**config.mk**
```make
export PLATFORM = sky130hd
export DESIGN_NAME = mem_stage_pipe
export DESIGN_NICKNAME = d
export VERILOG_FILES = /design/src/rtl/mem_stage_pipe.sv
export SDC_FILE = /design/constraint.sdc
export NUM_CORES = 1
export LEC_CHECK = 0
export ABC_CLOCK_PERIOD_IN_PS = 5800
export CORE_ASPECT_RATIO = 1.75
export CORE_MARGIN = 3
export CORE_UTILIZATION = 43
export CTS_CLUSTER_DIAMETER = 30
export DETAILED_ROUTE_END_ITERATION = 7
export GPL_TIMING_DRIVEN = 0
export PLACE_DENSITY = 0.93
export RECOVER_POWER = 100
export SLEW_MARGIN = 20
export SYNTH_ARGS = -nofsm -noshare
export SYNTH_HDL_FRONTEND = slang
export SYNTH_SLANG_ARGS = --single-unit
```
**constraint.sdc**
```tcl
create_clock -name clk -period 5.8 [get_ports clk]
set_input_delay 0.87 -clock clk [delete_from_list [all_inputs] [get_ports clk]]
set_output_delay 0.87 -clock clk [all_outputs]
set_load 0.01 [all_outputs]
```
**src/rtl/mem_stage_pipe.sv**
```systemverilog
// Memory pipeline stage: drives a variable-latency memory port through a
// request/done handshake, stalls upstream while an access is outstanding,
// selects write-back data and registers the MEM/WB outputs. Flags illegal
// write-back selects, unaligned accesses and memory timeouts; latches halt.
module mem_stage_pipe #(
    parameter int DATA_W    = 16,
    parameter int ADDR_W    = 16,
    parameter int REG_IDX_W = 3,
    parameter int TIMEOUT   = 64
) (
    input  logic                 clk,
    input  logic                 rst,
    input  logic                 valid_in,
    input  logic [DATA_W-1:0]    alu_out,
    input  logic [DATA_W-1:0]    set_val,
    input  logic [DATA_W-1:0]    store_data,
    input  logic [DATA_W-1:0]    reg1_data,
    input  logic [DATA_W-1:0]    next_pc,
    input  logic [15:0]          instr,
    input  logic                 mem_en,
    input  logic                 mem_wr,
    input  logic                 reg_wrt,
    input  logic [2:0]           reg_wrt_src,
    input  logic [REG_IDX_W-1:0] write_reg,
    input  logic                 halt,
    output logic                 mem_req,
    output logic                 mem_wr_o,
    output logic [ADDR_W-1:0]    mem_addr,
    output logic [DATA_W-1:0]    mem_wdata,
    input  logic [DATA_W-1:0]    mem_rdata,
    input  logic                 mem_done,
    output logic                 stall,
    output logic [DATA_W-1:0]    fwd_data,
    output logic                 wb_valid,
    output logic [DATA_W-1:0]    mem_out,
    output logic [DATA_W-1:0]    reg_write_data,
    output logic                 reg_wrt_out,
    output logic [REG_IDX_W-1:0] write_reg_out,
    output logic [2:0]           reg_wrt_src_out,
    output logic                 halt_out,
    output logic                 err,
    output logic                 dump
);

    localparam int CNT_W = (TIMEOUT > 2) ? $clog2(TIMEOUT) : 1;

    typedef enum logic {IDLE, WAIT} state_t;

    state_t              state;
    logic [CNT_W-1:0]    cnt;
    logic                cap_wr;
    logic [ADDR_W-1:0]   cap_addr;
    logic [DATA_W-1:0]   cap_wdata;

    logic                accept;
    logic                unaligned;
    logic                retire;
    logic                is_load;
    logic                timeout;
    logic                set_err;
    logic                set_halt;
    logic [DATA_W-1:0]   rev;

    // Upper instruction byte is not needed by this stage.
    logic unused_instr_hi;
    assign unused_instr_hi = &{1'b0, instr[15:8]};

    // Bit-reverse of reg1_data for write-back source 6.
    always_comb begin
        rev = '0;
        for (int i = 0; i < DATA_W; i++) rev[i] = reg1_data[DATA_W-1-i];
    end

    // Write-back data select; source 7 is illegal and forwards zero.
    always_comb begin
        fwd_data = '0;
        case (reg_wrt_src)
            3'd1:    fwd_data = alu_out;
            3'd2:    fwd_data = next_pc;
            3'd3:    fwd_data = set_val;
            3'd4:    fwd_data = {{(DATA_W-8){instr[7]}}, instr[7:0]};
            3'd5:    fwd_data = {reg1_data[DATA_W-9:0], instr[7:0]};
            3'd6:    fwd_data = rev;
            default: fwd_data = '0;
        endcase
    end

    // Handshake decode: request, stall, retire and error conditions.
    // Reset gates accept and the WAIT request so the port drops at once.
    always_comb begin
        accept    = valid_in & ~halt_out & ~err & ~rst;
        unaligned = accept & mem_en & alu_out[0];
        mem_req   = 1'b0;
        mem_wr_o  = 1'b0;
        mem_addr  = '0;
        mem_wdata = '0;
        stall     = 1'b0;
        retire    = 1'b0;
        is_load   = 1'b0;
        timeout   = 1'b0;
        if (state == IDLE) begin
            if (accept & mem_en & ~alu_out[0]) begin
                mem_req   = 1'b1;
                mem_wr_o  = mem_wr;
                mem_addr  = alu_out[ADDR_W-1:0];
                mem_wdata = store_data;
                stall     = ~mem_done;
                retire    = mem_done;
                is_load   = ~mem_wr;
            end else begin
                retire = accept & ~mem_en;
            end
        end else if (!rst) begin
            mem_req   = 1'b1;
            mem_wr_o  = cap_wr;
            mem_addr  = cap_addr;
            mem_wdata = cap_wdata;
            stall     = ~mem_done;
            retire    = mem_done;
            is_load   = ~cap_wr;
            timeout   = ~mem_done & (cnt == CNT_W'(TIMEOUT - 1));
        end
        set_err  = (accept & (reg_wrt_src == 3'd7)) | unaligned | timeout;
        set_halt = retire & halt;
    end

    // Access FSM: capture the request on a stalled issue, count WAIT cycles.
    always_ff @(posedge clk or posedge rst) begin
        if (rst) begin
            state     <= IDLE;
            cnt       <= '0;
            cap_wr    <= 1'b0;
            cap_addr  <= '0;
            cap_wdata <= '0;
        end else if (state == IDLE) begin
            cnt <= '0;
            if (mem_req & ~mem_done) begin
                state     <= WAIT;
                cap_wr    <= mem_wr_o;
                cap_addr  <= mem_addr;
                cap_wdata <= mem_wdata;
            end
        end else begin
            if (mem_done | timeout) begin
                state <= IDLE;
                cnt   <= '0;
            end else begin
                cnt <= cnt + 1'b1;
            end
        end
    end

    // MEM/WB register: load on retire, otherwise only the valids clear.
    always_ff @(posedge clk or posedge rst) begin
        if (rst) begin
            wb_valid        <= 1'b0;
            mem_out         <= '0;
            reg_write_data  <= '0;
            reg_wrt_out     <= 1'b0;
            write_reg_out   <= '0;
            reg_wrt_src_out <= '0;
        end else if (retire) begin
            wb_valid        <= 1'b1;
            mem_out         <= is_load ? mem_rdata : '0;
            reg_write_data  <= fwd_data;
            reg_wrt_out     <= reg_wrt;
            write_reg_out   <= write_reg;
            reg_wrt_src_out <= reg_wrt_src;
        end else begin
            wb_valid    <= 1'b0;
            reg_wrt_out <= 1'b0;
        end
    end

    // Sticky halt/error flags and a single dump pulse on the first of them.
    always_ff @(posedge clk or posedge rst) begin
        if (rst) begin
            halt_out <= 1'b0;
            err      <= 1'b0;
            dump     <= 1'b0;
        end else begin
            if (set_halt) halt_out <= 1'b1;
            if (set_err)  err      <= 1'b1;
            dump <= (set_halt | set_err) & ~halt_out & ~err;
        end
    end

endmodule

```
Word level (Yosys, flattened, before mapping)

Cells that the tools add are included.
Widths: inputs -> output; s select.

Muxes and demuxes: 32
Add/sub/neg operators: 1
Bitwise gates (word level): 26
Reductions and logical operators: 1
Eq/ne operators: 8

Operator list:

| operator            | count |
|---|---|
| $mux 16             | 7 |
| $pmux 16 s6         | 1 |
| $mux 1              | 22 |
| $and 1x1->1         | 13 |
| $eq 3x3->1 const B  | 4 |
| $mux 6              | 2 |
| $not 1->1           | 9 |
| $add 6x1->6 const B | 1 |
| $eq 3x2->1 const B  | 2 |
| $eq 6x6->1 const B  | 1 |
| $or 1x1->1          | 4 |
| $eq 3x1->1 const B  | 1 |
| $reduce_and 2->1    | 1 |

Word-level logic and storage cells: 82
Register bits: 83
Output and inout bits: 94

Depth between registers and ports, before layout

Depth in word-level cells: 12
Depth in mapped cells: 7
Gate-level depth less buffers: 5

Worst setup path after synthesis

OpenSTA, ideal clock, no wires.

Kind: input port to output port
Start point: in rst
End point: out mem_wdata[10]
Buffers on the path: 3
Required time: 4.930 ns
Arrival: 2.379 ns
Stages: 7
Setup slack: 2.551 ns
Cells stage by stage: buf_6 > or4b_4 > nor2_1 > buf_2 > buf_1 > nand2_1 > o21ai_0

Word-level cells in the longest chain between the ends: 6
Elaborated cells on any way between the ends: 7
Those cells by class: mux (3); bitwise (4)

RTL lines:

| element                   | line | source |
|---|---|---|
| start, declared           | 12   | `input logic rst,` |
| $not 1->1                 | 91   | `accept = valid_in & ~halt_out & ~err & ~rst;` |
| $and 1x1->1               | 91   |  |
| $and 1x1->1 (2 in series) | 102  | `if (accept & mem_en & ~alu_out[0]) begin` |
| $mux 16                   | 102  |  |
| $mux 16 *                 | 101  | `if (state == IDLE) begin` |
| end, declared             | 29   | `output logic [DATA_W-1:0] mem_wdata,` |

Every way passes the cells marked *; elsewhere a longest branch is shown, timed or not.

Worst setup path after layout

Start point: in valid_in
End point: out mem_wdata[9]

Word-level cells in the longest chain between the ends: 7

RTL lines:

| element                   | line | source |
|---|---|---|
| start, declared           | 13   | `input logic valid_in,` |
| $and 1x1->1 (3 in series) | 91   |  |
| $and 1x1->1 (2 in series) | 102  |  |
| $mux 16                   | 102  |  |
| $mux 16                   | 101  |  |

No other way between the ends.

==> results.md <==
* TritonCTS buffer count at 9
* Mux contribution to synthesized area at 14.0%
* Most frequent cells in the layout: clkdlybuf4s50_1, dlygate4sd3_1, dfrtp_1
* Synth unique cells at 43
* Number of synthesized register bits at 83
* Starting Density at 44.7%
* WL/cell at 19.9 µm
* Commonest non-fill, non-tap cell in the layout: clkdlybuf4s50_1
* Peak supply drop at 204 µV
* Largest net degree at the start of global routing at 52
* Post-synthesis net count at 531
* Status: complete, but fails checks
* Max-capacitance violation count at 1
* GRT overflow at 0
* Tightest Hold Check Type: reg -> reg
* Post-synthesis simple-gate area fraction at 9.87%
* Clock skew at 0.00929 ns
* Ratio of cells with drive above 1 in the final layout at 11.6%
* Compound-Gate Fraction of Synth Area at 21.0%
* Worst Tran Pin Value at 2.80 ns
* Placed instance area at 6570 µm²
* FF-to-FF path depth at 7
* Largest family of logic cells by synthesized area: compound AO/OA/AOI/OAI gates
* Failing checks: max-capacitance violations, max-slew violations
* Placeable Area at 9640 µm²
* DR pass1 iterations at 5
* Clk root buf: clkbuf_16
* Kind of critical path: in -> out
* Clock slew at reported path FFs at 0.06 ns
* Die ar. at 11300 µm²
* I/O pin total at 220
* Final count of pins violating max slew at 52
* Final instance area at 6790 µm²
* DRT antenna net count at 0
* GR Util met1 at 29.6%
* Area growth syn-to-layout at 57.5%
* Chip width at 81.7 µm
* WL final at 15.0 mm
* DPL Wire Length at 11.6 mm
* Vias in the first global route at 4461
* Worst Hold Slack at 0.464 ns
* Post-synth EDFFs at 0
* Grt peak-use layer: met2
* Die height at 138 µm
* Setup TNS at 0 ns
* Setup crit start kind: primary input
* Worst setup EP type: primary output
* GR Util met2 at 46.2%
* Period utilization at 83.8%
* Final-layout fill cell count at 712
* # rows at 47
* Cts hold-fix bufs at 0
* Diodes inserted at 0
* Via-to-Cell Ratio at 5.70
* Top_reg_cell synth: dfrtp_1
* Lkg Pwr at 3.03 nW
* Post-synthesis cell count at 404
* WP data arrival at 3.99 ns
* Clock Sinks at 83
* XOR/XNOR Fraction of Synth Area at 0.813%
* Clock Latency Late Sink at 0.34 ns
* Setup bufs post-CTS at 0
* Synth Area in Adders at 0.290%
* First-pass GRT wire length at 22.7 mm
* Reg2reg setup slack at 2.76 ns
* Clock Tree Buf Depth at 2
* DR vias at 4279
* Ys Warns at 0
* Syn Area/Cell at 10.7 µm²
* Max-slew headroom at -86.7%
* Area contributors post-synth: dfrtp_1, mux2_2, a22o_1
* GRT Util Overall at 26.3%
* Fin. Hold Viols at 0
* Post_cts resized at 0
* Final Setup Violations at 0
* Met3 Use GR at 6.51%
* Hold path depth at 1
* Fmax achieved at 206 MHz
* RR Startpoint: err$_DFFE_PP0P_
* # H-tree levels at 3
* Hold Startpoint: cnt[0]$_DFF_PP0_
* Initial DRC Count at 220
* Data required time of the critical path at 4.93 ns
* Asr flop ratio synth at 100%
* Final #Nets at 751
* Detailed-route DRC error count at 0
* Antenna violations before repair at 0
* Register area share after synthesis at 48.2%
* Tmin final at 4.86 ns
* CTS tree: yes
* FF-to-FF End: reg_write_data[0]$_DFFE_PP0N_
* # port buffers at 208
* Top cell type's share of synthesized area at 48.2%
* Gpl congestion at 0.882
* Pwr Density at 287 nW/µm²
* Dpl cells at 735
* Leading area contributor after synthesis: dfrtp_1
* Cell Area, Synth at 4310 µm²
* RSZ-0062 raised after global routing: false
* Non-Filler Instances at 751
* Hold Path End: cnt[0]$_DFF_PP0_
* Crit Path Max Fanout at 10
[synth_stat cells (all sizes together), types with 2 or more instances]
cell type	instances
nor2	10
and3b	2
nand2	25
inv	25
nor2b	9
mux2i	4
a21oi	5
mux2	50
and2	5
o32ai	6
o21ai	39
xnor2	3
clkinv	2
a22oi	6
clkbuf	20
nand3	19
buf	12
a32oi	2
o21bai	3
a22o	38
a221oi	4
dfrtp	83
a21o	2
nand2b	3
a221o	9
nand3b	4
[metrics by stage]
stage	util (%)	worst slack (ns)	total power (W)
after global placement	67.9	1.32	0.00142
final	70.4	0.938	0.00195
after floorplan	-	2.55	0.00109
after CTS	71.1	1.17	0.00201
after detailed placement	68.2	1.18	0.00146
after global routing	70.4	0.814	0.00205
[cell type report]
type,count,area [µm²],share of cell area (%)
Multi-Input combinational cell,262,1960,28.9
Clock buffer,9,225,3.32
Buffer,32,121,1.79
Inverter,27,104,1.53
Clock inverter,7,58.8,0.867
Timing Repair Buffer,209,2090,30.7
Tap cell,122,153,2.25
Sequential cell,83,2080,30.6
[where the power goes]
part           internal, W  total, W  switching [W]
Sequential        0.000743  0.000819      0.0000762
Combinational     0.000334  0.000588       0.000254
Clock             0.000296  0.000544       0.000248
[layer usage]
metal,part of all wire [%],up-vias
li1,-,1918
met1,36,2091
met2,54,226
met3,6.9,44
met4,3.6,0
met5,0,-
[worst max-delay path by stage]
stage / startpoint / endpoint / slack (ns) / depth (start not counted)
after floorplan: rst / mem_wdata[10] / 2.55 / 7
after global placement: alu_out[0] / mem_wdata[11] / 1.32 / 8
after detailed placement: alu_out[0] / mem_wdata[9] / 1.18 / 8
after CTS: alu_out[0] / mem_wdata[9] / 1.17 / 8
after global routing: valid_in / mem_wdata[9] / 0.81 / 9
final: valid_in / mem_wdata[9] / 0.94 / 9
[kinds of logic after synthesis]
kind of cell    count (synthesis)
fa+ha+maj                       1
simple gates                   82
buf+inv                        59
mux                            54
flops                          83
compound gates                121
xor+xnor                        4
[critical path, cell delays in order]
cell	delay (ns)
dlygate4sd3_1	0.52
or3b_2	0.46
clkbuf_1	0.17
nor2_1	0.23
clkbuf_1	0.44
clkbuf_1	0.43
nand2_1	0.11
o21ai_0	0.12
dlygate4sd3_1	0.64
[registers in the layout, indices dropped and copies added (netlist names), 3 cells and up]
name             cells
cap_addr            16
cap_wdata           16
cnt                  6
mem_out             16
reg_write_data      16
reg_wrt_src_out      3
write_reg_out        3
Power figures use the tool's default switching activity.
